## config.mk

```make
export PLATFORM = sky130hd
export DESIGN_NAME = prog_loader_mem_flat
export DESIGN_NICKNAME = d
export VERILOG_FILES = /design/src/rtl/prog_loader_mem_if.sv /design/src/rtl/prog_loader_mem.sv /design/src/flat_wrapper.sv
export SDC_FILE = /design/constraint.sdc
export NUM_CORES = 1
export LEC_CHECK = 0
export BUFFER_PORTS_ARGS = -buffer_cell sky130_fd_sc_hd__buf_2
export CAP_MARGIN = 30
export CORE_MARGIN = 2
export CORE_UTILIZATION = 43
export DETAILED_ROUTE_END_ITERATION = 12
export SYNTH_ARGS = -nofsm -noshare
export SYNTH_HDL_FRONTEND = slang
export SYNTH_SLANG_ARGS = --single-unit
export TNS_END_PERCENT = 10
```

## constraint.sdc

```tcl
create_clock -name clock -period 6.4 [get_ports clock]
set_input_delay 1.28 -clock clock [delete_from_list [all_inputs] [get_ports clock]]
set_output_delay 1.28 -clock clock [all_outputs]
set_load 0.02 [all_outputs]
```

## src/rtl/prog_loader_mem_if.sv

```systemverilog
// Shared types and the bundle of fetch and loader-stream signals between the CPU/loader side and prog_loader_mem.
// The package lives here so the interface and the memory agree on the address and data layouts.
package prog_loader_pkg;
   typedef struct packed {
      logic [0:0] mode;
      logic [3:0] addr;
   } virt_addr_t;

   typedef struct packed {
      virt_addr_t virt_addr;
   } addr_t;

   typedef struct packed {
      logic [3:0] opcode;
      logic [3:0] imm;
   } data_t;
endpackage

interface prog_loader_mem_if #(parameter int NBANKS = 2);
   import prog_loader_pkg::*;

   addr_t             addr;
   data_t             data;
   logic              ld_valid;
   logic [7:0]        ld_byte;
   logic              ld_ready;
   logic              ld_abort;
   logic              busy;
   logic              done;
   logic              error;
   logic [NBANKS-1:0] bank_valid;

   modport master (
      output addr, ld_valid, ld_byte, ld_abort,
      input  data, ld_ready, busy, done, error, bank_valid
   );

   modport slave (
      input  addr, ld_valid, ld_byte, ld_abort,
      output data, ld_ready, busy, done, error, bank_valid
   );
endinterface

```

## src/rtl/prog_loader_mem.sv

```systemverilog
// Banked instruction memory with an asynchronous fetch port.
// A byte-stream loader stages an image, verifies its checksum and commits it atomically into one bank.
module prog_loader_mem
   import prog_loader_pkg::*;
#(
   parameter int         NBANKS    = 2,
   parameter logic [7:0] FILL_WORD = 8'h00
) (
   input logic               clock,
   input logic               reset,
   prog_loader_mem_if.slave  bus
);

   localparam int BW = (NBANKS > 1) ? $clog2(NBANKS) : 1;

   typedef enum logic [2:0] {IDLE, LEN, DATA, CHK, COMMIT} state_t;

   state_t            state;
   logic              ld_ready_r;
   logic              busy_r;
   logic              done_r;
   logic              error_r;
   logic [NBANKS-1:0] bank_valid_r;
   logic [7:0]        sum;
   logic [BW-1:0]     bank_r;
   logic [3:0]        start_r;
   logic [3:0]        cnt;
   logic [3:0]        idx;
   logic [15:0]       stage_mask;
   data_t             stage [16];
   data_t             mem [NBANKS][16];

   logic xfer;
   logic abort_now;
   logic hdr_bad;
   logic [7:0] sum_next;

   assign xfer      = bus.ld_valid && ld_ready_r;
   assign abort_now = bus.ld_abort && (state != COMMIT);
   assign hdr_bad   = (bus.ld_byte[6:4] != 3'b000) || ({7'd0, bus.ld_byte[7]} >= 8'(NBANKS));
   assign sum_next  = sum + bus.ld_byte;

   assign bus.ld_ready   = ld_ready_r;
   assign bus.busy       = busy_r;
   assign bus.done       = done_r;
   assign bus.error      = error_r;
   assign bus.bank_valid = bank_valid_r;
   assign bus.data       = bank_valid_r[bus.addr.virt_addr.mode]
                           ? mem[bus.addr.virt_addr.mode][bus.addr.virt_addr.addr]
                           : data_t'(FILL_WORD);

   // Loader control: one byte per transfer; abort wins over a transfer except during the commit cycle.
   always_ff @(posedge clock) begin
      if (reset) begin
         state        <= IDLE;
         ld_ready_r   <= 1'b1;
         busy_r       <= 1'b0;
         done_r       <= 1'b0;
         error_r      <= 1'b0;
         bank_valid_r <= '0;
         sum          <= 8'h00;
      end else begin
         done_r <= 1'b0;
         if (abort_now) begin
            state      <= IDLE;
            busy_r     <= 1'b0;
            ld_ready_r <= 1'b1;
         end else begin
            case (state)
               IDLE: begin
                  if (xfer) begin
                     if (hdr_bad) begin
                        error_r <= 1'b1;
                     end else begin
                        bank_r  <= BW'(bus.ld_byte[7]);
                        start_r <= bus.ld_byte[3:0];
                        sum     <= bus.ld_byte;
                        error_r <= 1'b0;
                        busy_r  <= 1'b1;
                        state   <= LEN;
                     end
                  end
               end
               LEN: begin
                  if (xfer) begin
                     sum <= sum_next;
                     if (bus.ld_byte[7:4] != 4'h0) begin
                        error_r <= 1'b1;
                        busy_r  <= 1'b0;
                        state   <= IDLE;
                     end else begin
                        cnt   <= bus.ld_byte[3:0];
                        idx   <= 4'h0;
                        state <= DATA;
                     end
                  end
               end
               DATA: begin
                  if (xfer) begin
                     sum <= sum_next;
                     idx <= idx + 4'h1;
                     if (idx == cnt) state <= CHK;
                  end
               end
               CHK: begin
                  if (xfer) begin
                     sum <= sum_next;
                     if (sum_next == 8'h00) begin
                        state      <= COMMIT;
                        ld_ready_r <= 1'b0;
                     end else begin
                        error_r <= 1'b1;
                        busy_r  <= 1'b0;
                        state   <= IDLE;
                     end
                  end
               end
               COMMIT: begin
                  bank_valid_r[bank_r] <= 1'b1;
                  done_r     <= 1'b1;
                  busy_r     <= 1'b0;
                  ld_ready_r <= 1'b1;
                  state      <= IDLE;
               end
               default: state <= IDLE;
            endcase
         end
      end
   end

   // Staging buffer and bank storage carry no reset; unmasked words keep whatever they held.
   always_ff @(posedge clock) begin
      if (!reset) begin
         if (!abort_now && xfer && state == LEN) begin
            stage_mask <= '0;
         end
         if (!abort_now && xfer && state == DATA) begin
            stage[start_r + idx]      <= data_t'(bus.ld_byte);
            stage_mask[start_r + idx] <= 1'b1;
         end
         if (state == COMMIT) begin
            for (int i = 0; i < 16; i++) begin
               if (stage_mask[i]) mem[bank_r][i] <= stage[i];
            end
         end
      end
   end

endmodule

```

## src/flat_wrapper.sv

```systemverilog
// flat-port wrapper written by rule: the top's interface ports become plain ports
module prog_loader_mem_flat import prog_loader_pkg::*;
#(
   parameter int         NBANKS    = 2,
   parameter logic [7:0] FILL_WORD = 8'h00
)
  (clock, reset, bus_addr, bus_ld_valid, bus_ld_byte, bus_ld_abort, bus_data, bus_ld_ready, bus_busy, bus_done, bus_error, bus_bank_valid);
  prog_loader_mem_if #(.NBANKS(NBANKS)) bus_i ();
  input logic clock;
  input logic reset;
  input wire logic [$bits(bus_i.addr)-1:0] bus_addr;
  input wire logic [$bits(bus_i.ld_valid)-1:0] bus_ld_valid;
  input wire logic [$bits(bus_i.ld_byte)-1:0] bus_ld_byte;
  input wire logic [$bits(bus_i.ld_abort)-1:0] bus_ld_abort;
  output wire logic [$bits(bus_i.data)-1:0] bus_data;
  output wire logic [$bits(bus_i.ld_ready)-1:0] bus_ld_ready;
  output wire logic [$bits(bus_i.busy)-1:0] bus_busy;
  output wire logic [$bits(bus_i.done)-1:0] bus_done;
  output wire logic [$bits(bus_i.error)-1:0] bus_error;
  output wire logic [$bits(bus_i.bank_valid)-1:0] bus_bank_valid;
  assign bus_i.addr = bus_addr;
  assign bus_i.ld_valid = bus_ld_valid;
  assign bus_i.ld_byte = bus_ld_byte;
  assign bus_i.ld_abort = bus_ld_abort;
  assign bus_data = bus_i.data;
  assign bus_ld_ready = bus_i.ld_ready;
  assign bus_busy = bus_i.busy;
  assign bus_done = bus_i.done;
  assign bus_error = bus_i.error;
  assign bus_bank_valid = bus_i.bank_valid;
  prog_loader_mem #(.NBANKS(NBANKS), .FILL_WORD(FILL_WORD)) u_core (.clock(clock), .reset(reset), .bus(bus_i));
endmodule
```

==> summary.md <==
| Metric | Value |
|---|---|
| Gpl congestion | 0.771 |
| CTS tree | done |
| Met2 global-route usage | 0.283 |
| Largest net degree at the start of global routing | 45 |
| Global-route track usage on met3 | 0.0280 |
| Most instantiated cells after synthesis | 413 x edfxtp_1, 80 x mux4_2, 48 x nor2_1 |
| RR Endpoint | u_core.stage[2][7] |
| Hold EP | u_core.mem[1][4] |
| Area contributors post-synth | edfxtp_1 76%, mux4_2 11%, dfxtp_1 2.1%, nor2_1 1.1%, nand2_1 0.90% |
| Overall Global Routing Usage | 0.182 |
| Hold Buf Count CTS | 0 |
| FMAX | 199 MHz |
| Main combinational cell family by area after synthesis | multiplexers |
| CP Data Arrival Time | 3.74 ns |
| Die Y | 198 um |
| Clock root buffer | clkbuf_16 |
| Diode count | 0 |
| Hold_ws | 0.436 ns |
| Maximum clock path buffer count | 3 |
| FF+latch area | 12,700 um^2 |
| Mapped Area | 16,200 um^2 |
| Setup_tns | 0 ns |
| Worst Skew | 0.0187 ns |
| Top FF cell, synth | edfxtp_1 |
| Startpoint types | input pin |
| First drt pass iteration count | 5 |
| Critical path type | input pin to primary output |
| Cts repair resizes | 0 |
| Drt total wl | 34,300 um |
| Vias per std cell | 5.42 |
| RR Startpoint | u_core.idx[0] |
| Grt peak-use layer | met2 |
| Min-delay src | u_core.stage[15][4] |
| Fin crit period | 5.02 ns |
| Layout area overhead | 13.3% |
| Fin. Hold Viols | 0 |
| Vias in the first global route | 7,700 |
| Routed via count | 7,574 |
| CP max FO | 29 |
| Cells on worst reg2reg path | 5 |
| Post-CTS Setup Bufs | 0 |
| XOR/XNOR Fraction of Synth Area | 0.00916 |
| Dpl hpwl | 21,800 um |
| H-tree Lvls | 2 |
| R2R setup slack | 3.20 ns |
| Synthesized area per cell | 20.4 um^2 |
| Worst Setup End Kind | primary output |
| Overflow after GRT | 0 |
| Area of the multi-input gates | 3360 um^2 |
| Req. time, crit path | 5.12 ns |
| Clk slew on worst S/H paths | 0.06 ns |
| Worst-Skew Late Latency | 0.56 ns |
| Yosys cell types | 47 |
| Synth top area share | 0.763 |
| Post-Synth Adder-Cell Area | 0.0109 |
| WHS Path Cells | 0 |
| CP bufs+invs | 3 |
| RSZ-0062 raised after global routing | false |
| Leakage | 6.01 nW |
| Fillcell total | 3,047 |
| DRC | 0 |
| Crit path cell chain | buf_4, buf_12, mux4_2, mux4_2, mux2i_1, nor2_1, buf_2 |
| Share of cells above drive strength 1 | 0.206 |
| Antenna violations before repair | 1 |
| Top-Level Pins | 31 |
| Routed Antenna Nets | 0 |
| MaxCap Viol Count | 0 |
| Power per cell area | 309 nW/um^2 |
| Final Cycle Share | 0.784 |
| Fin. max-slew vios | 0 |
| Status | completed |
| Post-synthesis simple-gate area fraction | 0.0454 |
| Mapped Cells | 795 |
| Row cnt | 71 |
| Crit path max-delay family | multiplexers |
| Final setup vio count | 0 |
| Clock sink count | 430 |
| Post-synth top area cell | edfxtp_1 |
| Drt initial violations | 684 |
| Complex-gate fraction of the synthesized area | 0.0234 |
| # port buffers | 30 |
| Ys Warns | 0 |
| Number of flops mapped to enable cells by yosys | 413 |
| Slowest stage cell on the critical path | mux4_2 |
| Slew @ Worst Pin | 1.02 ns |
| CP peak stage delay | 0.54 ns |
| Sequential share of the synthesized area | 0.784 |
| CTS Buf Count | 43 |
| Initial Util | 0.434 |
| Layout Nets | 883 |
| Wirelength per Cell | 24.5 um |
| Worst VDD drop | 0.192 mV |
| Die X | 198 um |
| Ys async rst share | 0 |
| First-pass GRT wire length | 50,600 um |
| Synthesized flop and latch total | 430 |
| Count leader, synth | edfxtp_1 |
| Most used cell, CP | mux4_2 |
| Worst hold path class | flip-flop to flip-flop |
| M1 GR Usage | 0.270 |
| Mapped Nets | 825 |
| Max_slew headroom | 0.313 |
| CORE AREA | 37,400 um^2 |
| Die area | 39,400 um^2 |
| Multiplexer share of the synthesized area | 0.118 |
-- registers in the layout, indices dropped and copies added, names as in the netlist, 3 cells and up --
name,flops
u_core.sum,8
u_core.state,3
u_core.cnt,4
u_core.idx,4
u_core.stage,128
u_core.stage_mask,16
u_core.start_r,4
u_core.mem,256
-- logic make-up after synthesis --
| group | after synthesis |
|---|---|
| multiplexers | 91 |
| adder cells (fa/ha/maj) | 13 |
| XOR/XNOR | 17 |
| flip-flops | 430 |
| AO/OA/AOI/OAI | 58 |
| buffers and inverters | 32 |
| AND/OR/NAND/NOR | 154 |
-- how the worst max path moves through the flow --
stage,start,endpoint,slack [ns],cells after the start
final,bus_addr[4],bus_data[0],1.38,7
after global routing,bus_addr[4],bus_data[0],1.22,7
after CTS,bus_addr[4],bus_data[0],1.32,7
after detailed placement,bus_addr[4],bus_data[0],1.32,7
after global placement,bus_addr[4],bus_data[0],1.32,7
after floorplan,bus_addr[0],bus_data[5],2.28,6
-- worst register-to-register path: stages, from the launching register on --
cell and delay, ns:
edfxtp_1 0.48, ha_1 0.28, fa_1 0.74, nand3b_1 0.24, nand2b_1 0.31, nor2_1 0.78
-- layout make-up --
type                    instances  area share
well taps                     511      0.0347
clock buffers                  55      0.0609
multi-input cells             333       0.183
inverters                       2    0.000408
repair buffers                 43      0.0156
clock inverters                24      0.0135
flip-flops and latches        430       0.692
-- power by group --
group / total, mW / internal [mW] / switching (mW)
Sequential: 3.07 / 3.06 / 0.00616
Combinational: 0.169 / 0.0712 / 0.0976
Clock: 2.45 / 1.44 / 1.01
Total: 5.69 / 4.58 / 1.12
-- layer usage --
metal	part of all wire	wire length, um	vias to the layer above
li1	-	-	3356
met1	0.45	15500	3919
met2	0.47	16100	249
met3	0.058	1980	50
met4	0.020	686	0
met5	0	0	-
-- layout by cell type (no fill, tap or decap), types with 3 or more instances in the layout --
master,n
nand2_1,39
o41ai_1,4
clkinv_2,6
nor3_1,6
a211oi_1,6
clkbuf_1,12
xor2_1,9
o21ai_0,17
nor2_1,48
clkinv_1,10
and3_1,21
a21o_1,4
clkbuf_16,43
inv_6,3
xnor2_1,8
nand3_1,7
edfxtp_1,413
and2_1,18
buf_6,3
buf_2,29
mux2i_1,11
mux4_2,80
nor4_1,3
buf_4,9
bufinv_16,5
o21bai_1,3
ha_1,11
a21oi_1,10
dfxtp_1,17
-- metrics by stage --
step	instances	worst slack (ns)	utilization	power [mW]	area, um^2
6_report	1398	1.38	0.492	5.69	18400
5_1_grt	1398	1.22	0.492	5.86	18400
4_1_cts	1397	1.32	0.492	5.75	18400
3_5_place_dp	1318	1.32	0.455	3.30	17000
3_3_place_gp	1311	1.32	0.454	3.30	17000
2_1_floorplan	795	2.28	-	3.23	16200
(Power assumes the default switching activity.)
